===== config.mk =====
export PLATFORM = sky130hd
export DESIGN_NAME = byte_serial_add_arbiter
export DESIGN_NICKNAME = d
export VERILOG_FILES = /design/src/rtl/byte_serial_add_pkg.sv /design/src/rtl/add8_cin.sv /design/src/rtl/byte_serial_add_arbiter.sv
export SDC_FILE = /design/constraint.sdc
export NUM_CORES = 1
export LEC_CHECK = 0
export ABC_AREA = 1
export CORE_ASPECT_RATIO = 2
export CORE_UTILIZATION = 40
export DETAILED_ROUTE_END_ITERATION = 10
export HOLD_SLACK_MARGIN = 0.05
export PLACE_DENSITY = 0.74
export SLEW_MARGIN = 5
export SYNTH_ARGS = -nofsm -noshare
export SYNTH_HDL_FRONTEND = slang
export SYNTH_SLANG_ARGS = --single-unit

===== constraint.sdc =====
create_clock -name clk -period 2.55 [get_ports clk]
set_clock_uncertainty 0.05 [all_clocks]
set_input_delay 0.3825 -clock clk [delete_from_list [all_inputs] [get_ports clk]]
set_output_delay 0.3825 -clock clk [all_outputs]
set_load 0.02 [all_outputs]

===== src/rtl/byte_serial_add_pkg.sv =====
// Shared types and widths for the byte-serial add arbiter.
package byte_serial_add_pkg;

    localparam int unsigned BYTE_W   = 8;
    localparam int unsigned REQ_ID_W = 1;

    typedef enum logic [1:0] {
        StIdle,
        StRun,
        StDone
    } state_e;

endpackage


===== src/rtl/add8_cin.sv =====
// Combinational byte adder with carry-in; the single shared adder slice.
module add8_cin
    import byte_serial_add_pkg::*;
(
    input  logic [BYTE_W-1:0] a_i,
    input  logic [BYTE_W-1:0] b_i,
    input  logic              cin_i,
    output logic [BYTE_W:0]   result_o
);

    assign result_o = {1'b0, a_i} + {1'b0, b_i} + {{BYTE_W{1'b0}}, cin_i};

endmodule


===== src/rtl/byte_serial_add_arbiter.sv =====
// Two-requester round-robin arbiter in front of a byte-serial wide adder.
module byte_serial_add_arbiter
    import byte_serial_add_pkg::*;
#(
    parameter int unsigned NBYTES = 4
) (
    input  logic                     clk,
    input  logic                     rst_n,
    input  logic                     req0_valid,
    output logic                     req0_ready,
    input  logic [BYTE_W*NBYTES-1:0] req0_a,
    input  logic [BYTE_W*NBYTES-1:0] req0_b,
    input  logic                     req0_cin,
    input  logic                     req1_valid,
    output logic                     req1_ready,
    input  logic [BYTE_W*NBYTES-1:0] req1_a,
    input  logic [BYTE_W*NBYTES-1:0] req1_b,
    input  logic                     req1_cin,
    output logic                     rsp_valid,
    input  logic                     rsp_ready,
    output logic [BYTE_W*NBYTES-1:0] rsp_sum,
    output logic                     rsp_cout,
    output logic                     rsp_id,
    output logic                     rsp_all_ones_b,
    output logic                     busy
);

    localparam int unsigned IdxW = (NBYTES > 1) ? $clog2(NBYTES) : 1;
    localparam logic [IdxW-1:0] LastIdx = IdxW'(NBYTES - 1);

    state_e state_q, state_d;

    logic [NBYTES-1:0][BYTE_W-1:0] a_q, b_q, sum_q;
    logic [IdxW-1:0]               idx_q;
    logic                          carry_q;
    logic                          cout_q;
    logic                          all_ones_q;
    logic [REQ_ID_W-1:0]           id_q;
    logic [REQ_ID_W-1:0]           last_grant_q;
    logic [REQ_ID_W-1:0]           grant;
    logic                          accept;
    logic                          last_byte;
    logic [BYTE_W:0]               add_res;

    // A tie goes to whichever requester was not served last.
    always_comb begin
        grant = 1'b0;
        if (req0_valid && req1_valid) begin
            grant = ~last_grant_q;
        end else if (req1_valid) begin
            grant = 1'b1;
        end
    end

    assign req0_ready = (state_q == StIdle) && (grant == 1'b0) && req0_valid;
    assign req1_ready = (state_q == StIdle) && (grant == 1'b1) && req1_valid;
    assign accept     = req0_ready | req1_ready;
    assign last_byte  = (idx_q == LastIdx);

    add8_cin u_add8_cin (
        .a_i      (a_q[idx_q]),
        .b_i      (b_q[idx_q]),
        .cin_i    (carry_q),
        .result_o (add_res)
    );

    always_comb begin
        state_d = state_q;
        unique case (state_q)
            StIdle: if (accept) state_d = StRun;
            StRun:  if (last_byte) state_d = StDone;
            StDone: if (rsp_ready) state_d = StIdle;
            default: state_d = StIdle;
        endcase
    end

    always_ff @(posedge clk) begin
        if (!rst_n) begin
            state_q <= StIdle;
        end else begin
            state_q <= state_d;
        end
    end

    always_ff @(posedge clk) begin
        if (!rst_n) begin
            a_q          <= '0;
            b_q          <= '0;
            sum_q        <= '0;
            idx_q        <= '0;
            carry_q      <= 1'b0;
            cout_q       <= 1'b0;
            all_ones_q   <= 1'b0;
            id_q         <= 1'b0;
            last_grant_q <= 1'b1;
        end else begin
            case (state_q)
                StIdle: begin
                    if (accept) begin
                        a_q          <= grant ? req1_a : req0_a;
                        b_q          <= grant ? req1_b : req0_b;
                        carry_q      <= grant ? req1_cin : req0_cin;
                        idx_q        <= '0;
                        id_q         <= grant;
                        last_grant_q <= grant;
                    end
                end
                StRun: begin
                    sum_q[idx_q] <= add_res[BYTE_W-1:0];
                    carry_q      <= add_res[BYTE_W];
                    idx_q        <= idx_q + IdxW'(1);
                    if (last_byte) begin
                        cout_q     <= add_res[BYTE_W];
                        all_ones_q <= &b_q;
                    end
                end
                default: ;
            endcase
        end
    end

    assign rsp_valid      = (state_q == StDone);
    assign rsp_sum        = sum_q;
    assign rsp_cout       = cout_q;
    assign rsp_id         = id_q;
    assign rsp_all_ones_b = all_ones_q;
    assign busy           = (state_q != StIdle);

endmodule


# Word level (Yosys, flattened, before mapping)
# Cells that the tools add are included.
[totals] reg_bits=105 inputBits=135 out_inout_bits=39 elab_cells=67
[op_classes] add_sub_neg=3 n_lt_le_gt_ge=2 n_eq_ne=6 mux=20 bitwise_logic=3 n_reduce_logical=14
[ops] op="32-bit 2-to-1 mux" n=2
[ops] op="8-bit binary-select mux with 2-bit select" n=2
[ops] op="32-bit bitwise mux" n=1
[ops] op="32-bit AND reduction" n=1
[ops] op="8-bit 2-to-1 mux" n=3
[ops] op="8-bit demux with 2-bit select" n=1
[ops] op="8-bit by 8-bit adder with 9-bit output" n=1
[ops] op="9-bit by 1-bit adder with 9-bit output" n=1
[ops] op="2-bit 2-to-1 mux" n=4
[ops] op="1-bit logical AND" n=6
[ops] op="2-bit case mux with 3 select lines" n=1
[ops] op="2-bit AND reduction" n=3
[ops] op="2-bit equality test, second input constant" n=2
[ops] op="1-bit 2-to-1 mux" n=4
[ops] op="2-bit != test, second input constant" n=2
[ops] op="2-bit case mux with 2 select lines" n=1
[ops] op="2-bit nonzero test" n=2
[ops] op="2-bit by 3-bit less-than comparator with 1-bit output, second input constant" n=1
[ops] op="3-bit AND reduction" n=1
[ops] op="2-bit by 1-bit adder with 2-bit output, second input constant" n=1
[ops] op="2-bit by 1-bit equality test with 1-bit output, second input constant" n=1
[ops] op="2-bit by 1-bit greater-or-equal comparator with 1-bit output, second input constant" n=1
[ops] op="2-bit logical NOT" n=1
[ops] op="2-bit by 1-bit != test with 1-bit output, second input constant" n=1
[ops] op="other kinds (3)" n=4

# Longest topological paths before layout
# Gate-level depths: netlist (run 1).
[logic_depth] ltp_word=8 ltp_mapped=15 mapped_depth_nobuf=13

# Modules after synthesis
# From an unflattened synthesis (run 1), not the netlist that was laid out.
[unflattened] hier_cells=864 hier_area_um2=5475.3
[modules_own_cells] module="byte_serial_add_arbiter" n_inst=1 cells_each=805 area_each_um2=5091.1 seq_area_each_um2=2102.0
[modules_own_cells] module="add8_cin" n_inst=1 cells_each=59 area_each_um2=384.1 seq_area_each_um2=0.0

# Worst setup path after synthesis (run 1)
# No wires, ideal clock.
[synth_path] path_type="register -> register" from="register idx_q[0]" to="register sum_q, in the netlist rsp_sum[12]" setup_time_ps=109 arrival_time_ps=2268 required_ps=2391 setup_slack_ps=123 stages_incl_launch_ff=16 n_path_buf=2 period_less_slack_ps=2427 path_cell_list="dfxtp_1 > buf_2 > inv_1 > clkbuf_1 > nor2_1 > o22ai_1 > fa_1 > inv_1 > fa_1 > inv_1 > nand2_1 > nand2_1 > xnor2_1 > nand2_1 > nand2_1 > inv_1"
[synth_between] elab_chain_cells=5 word_cells_on_any_way=12 cone_classes="add/sub: 2; order compare: 2; mux: 7; reduce/logical: 1"
[synth_rtl] element="start: declaration" line_no="byte_serial_add_arbiter.sv:34" rtl="logic [IdxW-1:0] idx_q;"
[synth_rtl] element="start signal: assignment" line_no="byte_serial_add_arbiter.sv:111" rtl="idx_q <= idx_q + IdxW'(1);"
[synth_rtl] element="8-bit binary-select mux with 2-bit select, or another cell as far along" line_no="byte_serial_add_arbiter.sv:61" rtl=".a_i (a_q[idx_q]),"
[synth_rtl] element="8-bit 2-to-1 mux (not written as such), or another cell as far along" line_no="byte_serial_add_arbiter.sv:61"
[synth_rtl] element="8-bit by 8-bit adder with 9-bit output / 8-bit 2-to-1 mux (equally long branches)" line_no="add8_cin.sv:11, byte_serial_add_arbiter.sv:109"
[synth_rtl] element="9-bit by 1-bit adder with 9-bit output / 8-bit demux with 2-bit select (equally long branches)" line_no="add8_cin.sv:11, byte_serial_add_arbiter.sv:109"
[synth_rtl] element="32-bit bitwise mux *" line_no="byte_serial_add_arbiter.sv:109" rtl="sum_q[idx_q] <= add_res[BYTE_W-1:0];"
[synth_rtl] element="end signal: indexed assignment" line_no="byte_serial_add_arbiter.sv:109"
[synth_rtl] element="end: declaration" line_no="byte_serial_add_arbiter.sv:33" rtl="logic [NBYTES-1:0][BYTE_W-1:0] a_q, b_q, sum_q;"
# Mark *: on every way between the ends. The rest lies on a longest branch, timed or not. The select of a mux whose other input is x is not followed.
# A chain may end at the register's enable or synchronous reset.

# Worst setup path after layout (run 1)
[layout_path] from="register idx_q[0]" to="register sum_q, in the netlist rsp_sum[23]"
# The elaborated chain is that of the path after synthesis.

==> results.cfg, run 1 <==
[status]
status = finished, violations left
violations = DRC

[clock_network]
clkSlewWorstSetupHoldPaths_ns = 0.07
insertion_delay_ns = 0.36
cts_tree = done
tritoncts.num_buffers = 9
ctsHtreeMaxLevel = 3
clock_tree.buffer_depth = 2
clkSinkCount = 105
cts-root-buf = clkbuf_16

[synth]
synthArstFlopShare_pct = 0
yosysSeqAreaShare_pct = 38.9
synth_area_um2 = 5410
yosys_warnings = 0
synth_top_flop_cell = dfxtp_1
synth_compound_area_share_pct = 23.7
yosys.area_share.simple_pct = 24.2
synth_cell_types = 31
yosysTopAreaCell = dfxtp_1
synth-adder-area-share_pct = 3.29
syn_area_per_cell_um2 = 7.07
syn_inst = 765
ys_ff_latch = 105
synth_xor_area_share_pct = 0.324
netlist.area_leader.share_pct = 38.9
synth_top_family_by_area = simple AND/OR/NAND/NOR gates
synth_area_leaders = dfxtp_1 39%, nand2_1 11%, nand3_1 8.1%, a31oi_1 7.4%, o21ai_0 6.5%
synthMuxAreaShare_pct = 0
synth_edf_count = 0
synth_nets = 913

[timing]
hold_viol = 0
rsz0062_at_grt = no
max_freq_mhz = 422
relSlewSlack_pct = 67.9
layout_min_cycle_time_ns = 2.37
period_share_pct = 92.8
tightest_slew_ns = 0.482
report.final.slew_viol_count = 0
finalSetupViolCount = 0
finalSetupTns_ns = 0

[grt]
grt_max_degree = 49
busiest_layer = met2
track_usage_pct = 24.7
grt_pass1_wl_um = 27100
antenna_found_initial = 0
grt_pass1_vias = 5548
grt_overflow = 0
gr-usage-met3_pct = 3.62
grt_use_met1_pct = 25.1
use_met2_pct = 46.0

[routing]
drcViolationCount = 15
final_antenna_net_count = 0
avgRoutedWirePerCell_um = 16.2
drt_iter0_markers = 298
viasPerCell = 5.44
firstDrtPassIters = 10
num_vias = 5797
wl_um = 17200

[final_layout]
final_util_pct = 58.0
diodes = 0
nNetsFinal = 1057
final_area_um2 = 7570
syn2layout_area_growth_pct = 40.1
fin_cells = 1066
layout-drive-gt1-share_pct = 6.13

[pwr]
intPower_mw = 3.29
comb_power_share_pct = 27.4
p_leak_nw = 3.15
pwr-share-seq_pct = 40.4
switching_power_mw = 1.47
ir_worst_vdd_v = 0.000383
swShare_pct = 30.8
clockPowerShare_pct = 32.2
p_per_area_nw_per_um2 = 628

[placed_design]
numPlacedInstances = 1050
gp_congestion = 0.933
portBuffers = 173
placed_area_um2 = 7220
dp_hpwl_um = 13200

[floorplan]
initial_core_util_pct = 41.4
die-area_um2 = 14000
die_w_um = 84.2
die_h_um = 166
io_pins = 174
core_um2 = 13100
placementRows = 59

[critical_path]
critPathMaxFanout = 22
worst-endpoint-arrival_ns = 2.57
crit_top_cell = nand2_1
crit_family = simple AND/OR/NAND/NOR gates
crit_required_ns = 2.75
critPathKind = reg -> reg
slowest_delay_ns = 0.36
path_cells = buf_6 -> buf_4 -> o21ai_0 -> o22ai_1 -> ha_1 -> or2_2 -> nand3_1 -> nand2_1 -> nand2_1 -> nand3_1 -> nand2_1 -> inv_1
critPathBufInv = 3
worstSetupEndpointType = flip-flop
cp-start-kind = flip-flop
crit_path_top_delay_cell = dfxtp_1

[run]
drv_cap = 0

[min_path]
hold_path_class = in -> reg
==> layout by cell type, fill, tap and decap left out, drive strengths merged <==
master / Yosys / layout
a21oi: 23 / 23
a31oi: 64 / 64
a32oi: 2 / 2
buf: 41 / 22
bufinv: 0 / 2
clkbuf: 18 / 11
clkdlybuf4s50: 0 / 170
clkinv: 1 / 3
clkinvlp: 0 / 1
dfxtp: 105 / 105
fa: 2 / 2
ha: 11 / 11
inv: 54 / 54
nand2: 166 / 166
nand3: 89 / 89
nand3b: 2 / 2
nand4: 4 / 4
nor2: 44 / 44
o211ai: 4 / 4
o21a: 17 / 17
o21ai: 101 / 101
o22ai: 14 / 14
or2: 1 / 1
xnor2: 2 / 2
==> flip-flops by register name, indices dropped and copies added (netlist names) <==
signal,cells
a_q,32
b_q,32
carry_q,1
idx_q,2
last_grant_q,1
rsp_all_ones_b,1
rsp_cout,1
rsp_id,1
rsp_sum,32
state_q,2
==> worst min-delay path: cells and delay by family <==
family / cells / cell delay [ns]
buffers and inverters: 1 / 0.11
AO/OA/AOI/OAI: 1 / 0.08
AND/OR/NAND/NOR: 1 / 0.13
==> per-layer routing <==
metal  share of wire [%]  up-vias
met5                   0        -
met4                 5.7        0
met3                 3.9       64
met2                  55      216
met1                  35     2596
li1                    -     2921
==> path summary, 6_finish.rpt <==
kind | from | slack, ns | endpoint | depth (start not counted)
max | idx_q[0]$_SDFFE_PN0P_ | 0.18 | rsp_sum[23]$_SDFFE_PN0P_ | 12
min | req1_valid | 0.35 | rsp_id$_SDFFE_PN0P_ | 3
min reg2reg | rsp_sum[24]$_SDFFE_PN0P_ | 0.42 | rsp_sum[24]$_SDFFE_PN0P_ | 2
max reg2reg | idx_q[0]$_SDFFE_PN0P_ | 0.18 | rsp_sum[23]$_SDFFE_PN0P_ | 12
==> area by class of cell <==
type / count / area, µm²
Clock buffer: 11 / 253
Multi-Input combinational cell: 546 / 2810
Clock inverter: 5 / 77.6
Sequential cell: 105 / 2100
Timing Repair Buffer: 192 / 1930
Fill cell: 1241 / 5490
Inverter: 55 / 209
Tap cell: 152 / 190
==> synthesized netlist by cell type, types with 2 or more instances <==
master	number
o21ai_0	70
o22ai_1	14
a32oi_1	2
xnor2_1	2
buf_6	4
a31oi_1	64
inv_2	4
nand2_2	4
nand3b_1	2
o21a_1	17
a21oi_1	23
nand3_1	88
buf_2	32
nand2_1	161
ha_1	11
o211ai_1	4
fa_1	2
buf_4	4
inv_1	49
dfxtp_1	105
nand4_1	4
nor2_1	43
clkbuf_1	18
o21ai_1	31
==> power groups by stage <==
stage                     combinational [mW]  sequential, mW  clock [mW]
final                                   1.30            1.92        1.53
after CTS                               1.29            1.92        1.53
after detailed placement                1.28            1.95           0
after floorplan                        0.761            1.94           0
after global placement                  1.27            1.96           0
after global routing                    1.44            1.93        1.59
==> through the flow <==
step                total power, mW  hold slack, ns  setup WS [ns]
floorplan                      2.70           0.379          0.123
global placement               3.23           0.401          0.154
detailed placement             3.24           0.411          0.121
CTS                            4.74           0.345          0.109
global route                   4.97           0.370        0.00330
finish                         4.75           0.346          0.183
==> cells by family (layout without fill, tap and decap cells) <==
| group | count (synthesis) | after routing |
|---|---|---|
| fa+ha+maj | 13 | 13 |
| compound gates | 225 | 225 |
| flops | 105 | 105 |
| buf+inv | 114 | 263 |
| simple gates | 306 | 306 |
| xor+xnor | 2 | 2 |
==> what timing repair did <==
action,in CTS,in global routing
resized for setup,0,4
setup endpoints to repair,0,10
hold buffers,0,0
setup buffers,0,0
(Power assumes the default switching activity.)
==> run 2, diff against run 1 <==
Settings changed: GPL_ROUTABILITY_DRIVEN set to 0, HOLD_SLACK_MARGIN 0.05 to not set.
==> results.cfg, run 2 (synthesized netlist as in run 1, its figures left out) <==
[pwr]
switching_power_mw = 1.47
clockPowerShare_pct = 30.3
ir_worst_vdd_v = 0.000349
p_leak_nw = 3.12
swShare_pct = 32.0
p_per_area_nw_per_um2 = 613
power_mw = 4.61
pwr-share-seq_pct = 41.7
comb_power_share_pct = 28.0
intPower_mw = 3.14

[clock_network]
cts-root-buf = clkbuf_16
cts_setup_buffers = 0
ctsHtreeMaxLevel = 3
clkSinkCount = 105
tritoncts.num_buffers = 9
cts_tree = done
insertion_delay_ns = 0.35
clkSlewWorstSetupHoldPaths_ns = 0.07
clock_tree.buffer_depth = 2

[routing]
drcViolationCount = 14
viasPerCell = 5.47
avgRoutedWirePerCell_um = 16.3
firstDrtPassIters = 8
drt_iter0_markers = 344
final_antenna_net_count = 0
num_vias = 5824
wl_um = 17400

[status]
violations = DRC
status = finished, violations left

[timing]
max_freq_mhz = 417
finalSetupViolCount = 0
fin_ws_ns = 0.155
relSlewSlack_pct = 68.3
tightest_slew_ns = 0.475
layout_min_cycle_time_ns = 2.40
report.final.slew_viol_count = 0
period_share_pct = 93.9
hold_viol = 0

[critical_path]
critPathMaxFanout = 35
r2r_start = idx_q[0]$_SDFFE_PN0P_
crit_path_top_delay_cell = fa_1
worstSetupEndpointType = flip-flop
cp-startpoint = idx_q[0]$_SDFFE_PN0P_
ff2ff_setup_slack_ns = 0.15
reg2regPathDepth = 13
slowest_delay_ns = 0.41
crit_required_ns = 2.79
crit_top_cell = nand2_1
critPathKind = reg -> reg
path_cells = buf_12 -> o21ai_0 -> o22ai_1 -> fa_1 -> inv_1 -> fa_1 -> inv_1 -> nand2_1 -> nand2_1 -> nand2_1 -> nand2_1 -> nand2_1 -> a21oi_1
cp-start-kind = flip-flop
r2r-end = carry_q$_SDFFE_PN0P_
critPathCapture = carry_q$_SDFFE_PN0P_
worst-endpoint-arrival_ns = 2.63

[grt]
track_usage_pct = 25.0
grt_pass1_wl_um = 27400
antenna_found_initial = 1
grt_overflow = 0
grt_pass1_vias = 5504
grt_max_degree = 70

[placed_design]
portBuffers = 173
dp_hpwl_um = 13200
post-place-ws_ns = 0.0644

[floorplan]
initial_core_util_pct = 41.4
placementRows = 59
core_um2 = 13100
die-area_um2 = 14000
die_h_um = 166
die_w_um = 84.2
io_pins = 174

[min_path]
hold_path_class = in -> reg

[final_layout]
final_cell_mix = 170 x clkdlybuf4s50_1, 159 x nand2_1, 105 x dfxtp_1
nNetsFinal = 1054
n_fill_cell = 1260
layout_commonest_cell = clkdlybuf4s50_1
layout-drive-gt1-share_pct = 5.60
syn2layout_area_growth_pct = 39.1

[run]
drv_cap = 0
==> run 2: how the worst min path moves through the flow <==
| stage | startpoint | to | slack, ns | cells past startpoint |
|---|---|---|---|---|
| floorplan | last_grant_q$_SDFFE_PN1P_ | last_grant_q$_SDFFE_PN1P_ | 0.38 | 2 |
| global placement | rsp_all_ones_b$_SDFFE_PN0P_ | rsp_all_ones_b$_SDFFE_PN0P_ | 0.40 | 2 |
| detailed placement | rsp_all_ones_b$_SDFFE_PN0P_ | rsp_all_ones_b$_SDFFE_PN0P_ | 0.41 | 2 |
| CTS | req1_valid | last_grant_q$_SDFFE_PN1P_ | 0.36 | 3 |
| global route | req1_valid | last_grant_q$_SDFFE_PN1P_ | 0.36 | 3 |
| finish | req1_valid | last_grant_q$_SDFFE_PN1P_ | 0.36 | 3 |
==> run 2: area by class of cell <==
cell class | instances | area (µm²) | area share (%)
diodes | 1 | 2.50 | 0.0333
clock buffers | 10 | 229 | 3.04
clock inverters | 6 | 67.6 | 0.898
inverters | 55 | 209 | 2.78
multi-input cells | 546 | 2810 | 37.3
flip-flops and latches | 105 | 2100 | 27.9
well taps | 152 | 190 | 2.53
repair buffers | 189 | 1910 | 25.5
==> run 2: critical path: cells and delay by family (launching register included) <==
family	cells	cell delay [ns]
buf+inv	3	0.36
fa+ha+maj	2	0.65
simple gates	5	0.43
compound gates	3	0.45
flops	1	0.40
==> run 2: power groups by stage <==
stage,Clock (mW),Sequential [mW],Combinational [mW]
6_report,1.40,1.92,1.29
5_1_grt,1.47,1.94,1.43
4_1_cts,1.40,1.92,1.28
3_5_place_dp,0,1.96,1.27
3_3_place_gp,0,1.96,1.26
2_1_floorplan,0,1.94,0.761
==> run 2: through the flow <==
step	hold slack, ns	utilization (%)	setup TNS [ns]	cells	cell area, µm²
2_1_floorplan	0.379	-	0	765	5410
3_3_place_gp	0.403	55.1	0	1047	7200
3_5_place_dp	0.411	55.1	0	1047	7200
4_1_cts	0.360	57.4	0	1063	7500
5_1_grt	0.356	57.6	-0.00318	1064	7520
6_report	0.364	57.6	0	1064	7520
==> run 2: what timing repair did <==
action	4_1_cts	5_1_grt
hold buffers	0	0
resized for setup	0	5
setup endpoints to repair	0	20
==> run 2: layer usage <==
metal	wire, µm	track usage (%)	part of all wire, %	up-vias
met1	6110	25.4	35	2655
met4	735	12.9	4.2	0
met3	660	3.52	3.8	46
li1	-	-	-	2913
met5	0	0	0	-
met2	9850	48.2	57	210
==> edit, RTL diff (settings of run 1) <==
Set the parameter `NBYTES` to 8 (it was 4).
--- a/src/rtl/byte_serial_add_arbiter.sv
+++ b/src/rtl/byte_serial_add_arbiter.sv
@@ -2,7 +2,7 @@
 module byte_serial_add_arbiter
     import byte_serial_add_pkg::*;
 #(
-    parameter int unsigned NBYTES = 4
+    parameter int unsigned NBYTES = 8
 ) (
     input  logic                     clk,
     input  logic                     rst_n,
Interface: changed (5 resized); port bits go from 174 to 334. No check against the original RTL was run, so the function may have changed too.
==> edit against run 1 <==
Fmax fell by 8.9%; sequential cell count grew 97; largest cell class unchanged; die area grew 81%; total power increased by 100%; worst hold slack lost 0.0054 ns; global-route usage rose by 3.5 points; wire length grew 120%; area after synthesis grew 83%; the run ends with setup timing left; critical endpoint is now rsp_sum[52]$_SDFFE_PN0P_; critical path depth grew 2; final area is 98% higher; sequential share of layout area fell by 0.71 points; worst setup slack got worse by 0.23 ns.
==> edit: results (changes against run 1) <==
clock buf count=25 (was 11); switching power=0.00294 W (was 0.00147 W); met1 usage in global routing=29.3% (was 25.1%); Clk Latency, worst-skew pair=0.51 ns (was 0.36 ns); per-cell routed wire length=17.9 um (was 16.2 um); pin count of the biggest net entering global routing=161 (was 49); Layout non-clock buf frac=28.4% (was 25.5%); sum of routed wire segments on met1=13200 um (was 6090 um); cell area power density=635 nW/um^2 (was 628 nW/um^2); Final WS setup=-0.0474 ns (was 0.183 ns); number of well taps=290 (was 152); diode count=4 (was 0); first-iteration detailed-routing DRC count=836 (was 298); via count of the first global-routing pass=10715 (was 5548); most common library cells after synthesis=sky130_fd_sc_hd__nand2_1 (355), sky130_fd_sc_hd__nor2_1 (235), sky130_fd_sc_hd__dfxtp_1 (202), sky130_fd_sc_hd__o21ai_1 (148), sky130_fd_sc_hd__a31oi_1 (128) (was sky130_fd_sc_hd__nand2_1 (161), sky130_fd_sc_hd__dfxtp_1 (105), sky130_fd_sc_hd__nand3_1 (88), sky130_fd_sc_hd__o21ai_0 (70), sky130_fd_sc_hd__a31oi_1 (64)); level count of the clock H-tree=1 (was 3); largest cells by area after synthesis=sky130_fd_sc_hd__dfxtp_1 (41%), sky130_fd_sc_hd__nand2_1 (13%), sky130_fd_sc_hd__nor2_1 (8.9%), sky130_fd_sc_hd__a31oi_1 (8.1%), sky130_fd_sc_hd__o21ai_1 (7.5%) (was sky130_fd_sc_hd__dfxtp_1 (39%), sky130_fd_sc_hd__nand2_1 (11%), sky130_fd_sc_hd__nand3_1 (8.1%), sky130_fd_sc_hd__a31oi_1 (7.4%), sky130_fd_sc_hd__o21ai_0 (6.5%)); net total in the final layout=2050 (was 1057); Global Route met3 Usage=2.79% (was 3.62%); Inst Count DP=2027 (was 1050); hold path endpoint=idx_q[1]$_SDFFE_PN0P_ (was rsp_id$_SDFFE_PN0P_); worst reg2reg path depth=14 (was 12); Final Total Pwr=0.00952 W (was 0.00475 W); compound-cell area share of the yosys netlist=23.1% (was 23.7%); clock buffer count from CTS=19 (was 9); final setup fails=8 (was 0); Hold WS=0.340 ns (was 0.346 ns); violations in the final reports=setup timing (was DRC); status=finished with violations (unchanged); routability-driven placement congestion ratio=0.908 (was 0.933)
==> edit: cell count changes after synthesis, moves of 14 or more <==
| cell | run 1 | this run |
|---|---|---|
| sky130_fd_sc_hd__a31oi_1 | 64 | 128 |
| sky130_fd_sc_hd__nand3_1 | 88 | 32 |
| sky130_fd_sc_hd__o21ai_0 | 70 | 85 |
| sky130_fd_sc_hd__dfxtp_1 | 105 | 202 |
| sky130_fd_sc_hd__o2111ai_1 | 0 | 14 |
| sky130_fd_sc_hd__o22ai_1 | 14 | 0 |
| sky130_fd_sc_hd__inv_2 | 4 | 21 |
| sky130_fd_sc_hd__o21ai_1 | 31 | 148 |
| sky130_fd_sc_hd__clkbuf_1 | 18 | 56 |
| sky130_fd_sc_hd__nor2_1 | 43 | 235 |
| sky130_fd_sc_hd__o21a_1 | 17 | 2 |
| sky130_fd_sc_hd__nand2_1 | 161 | 355 |
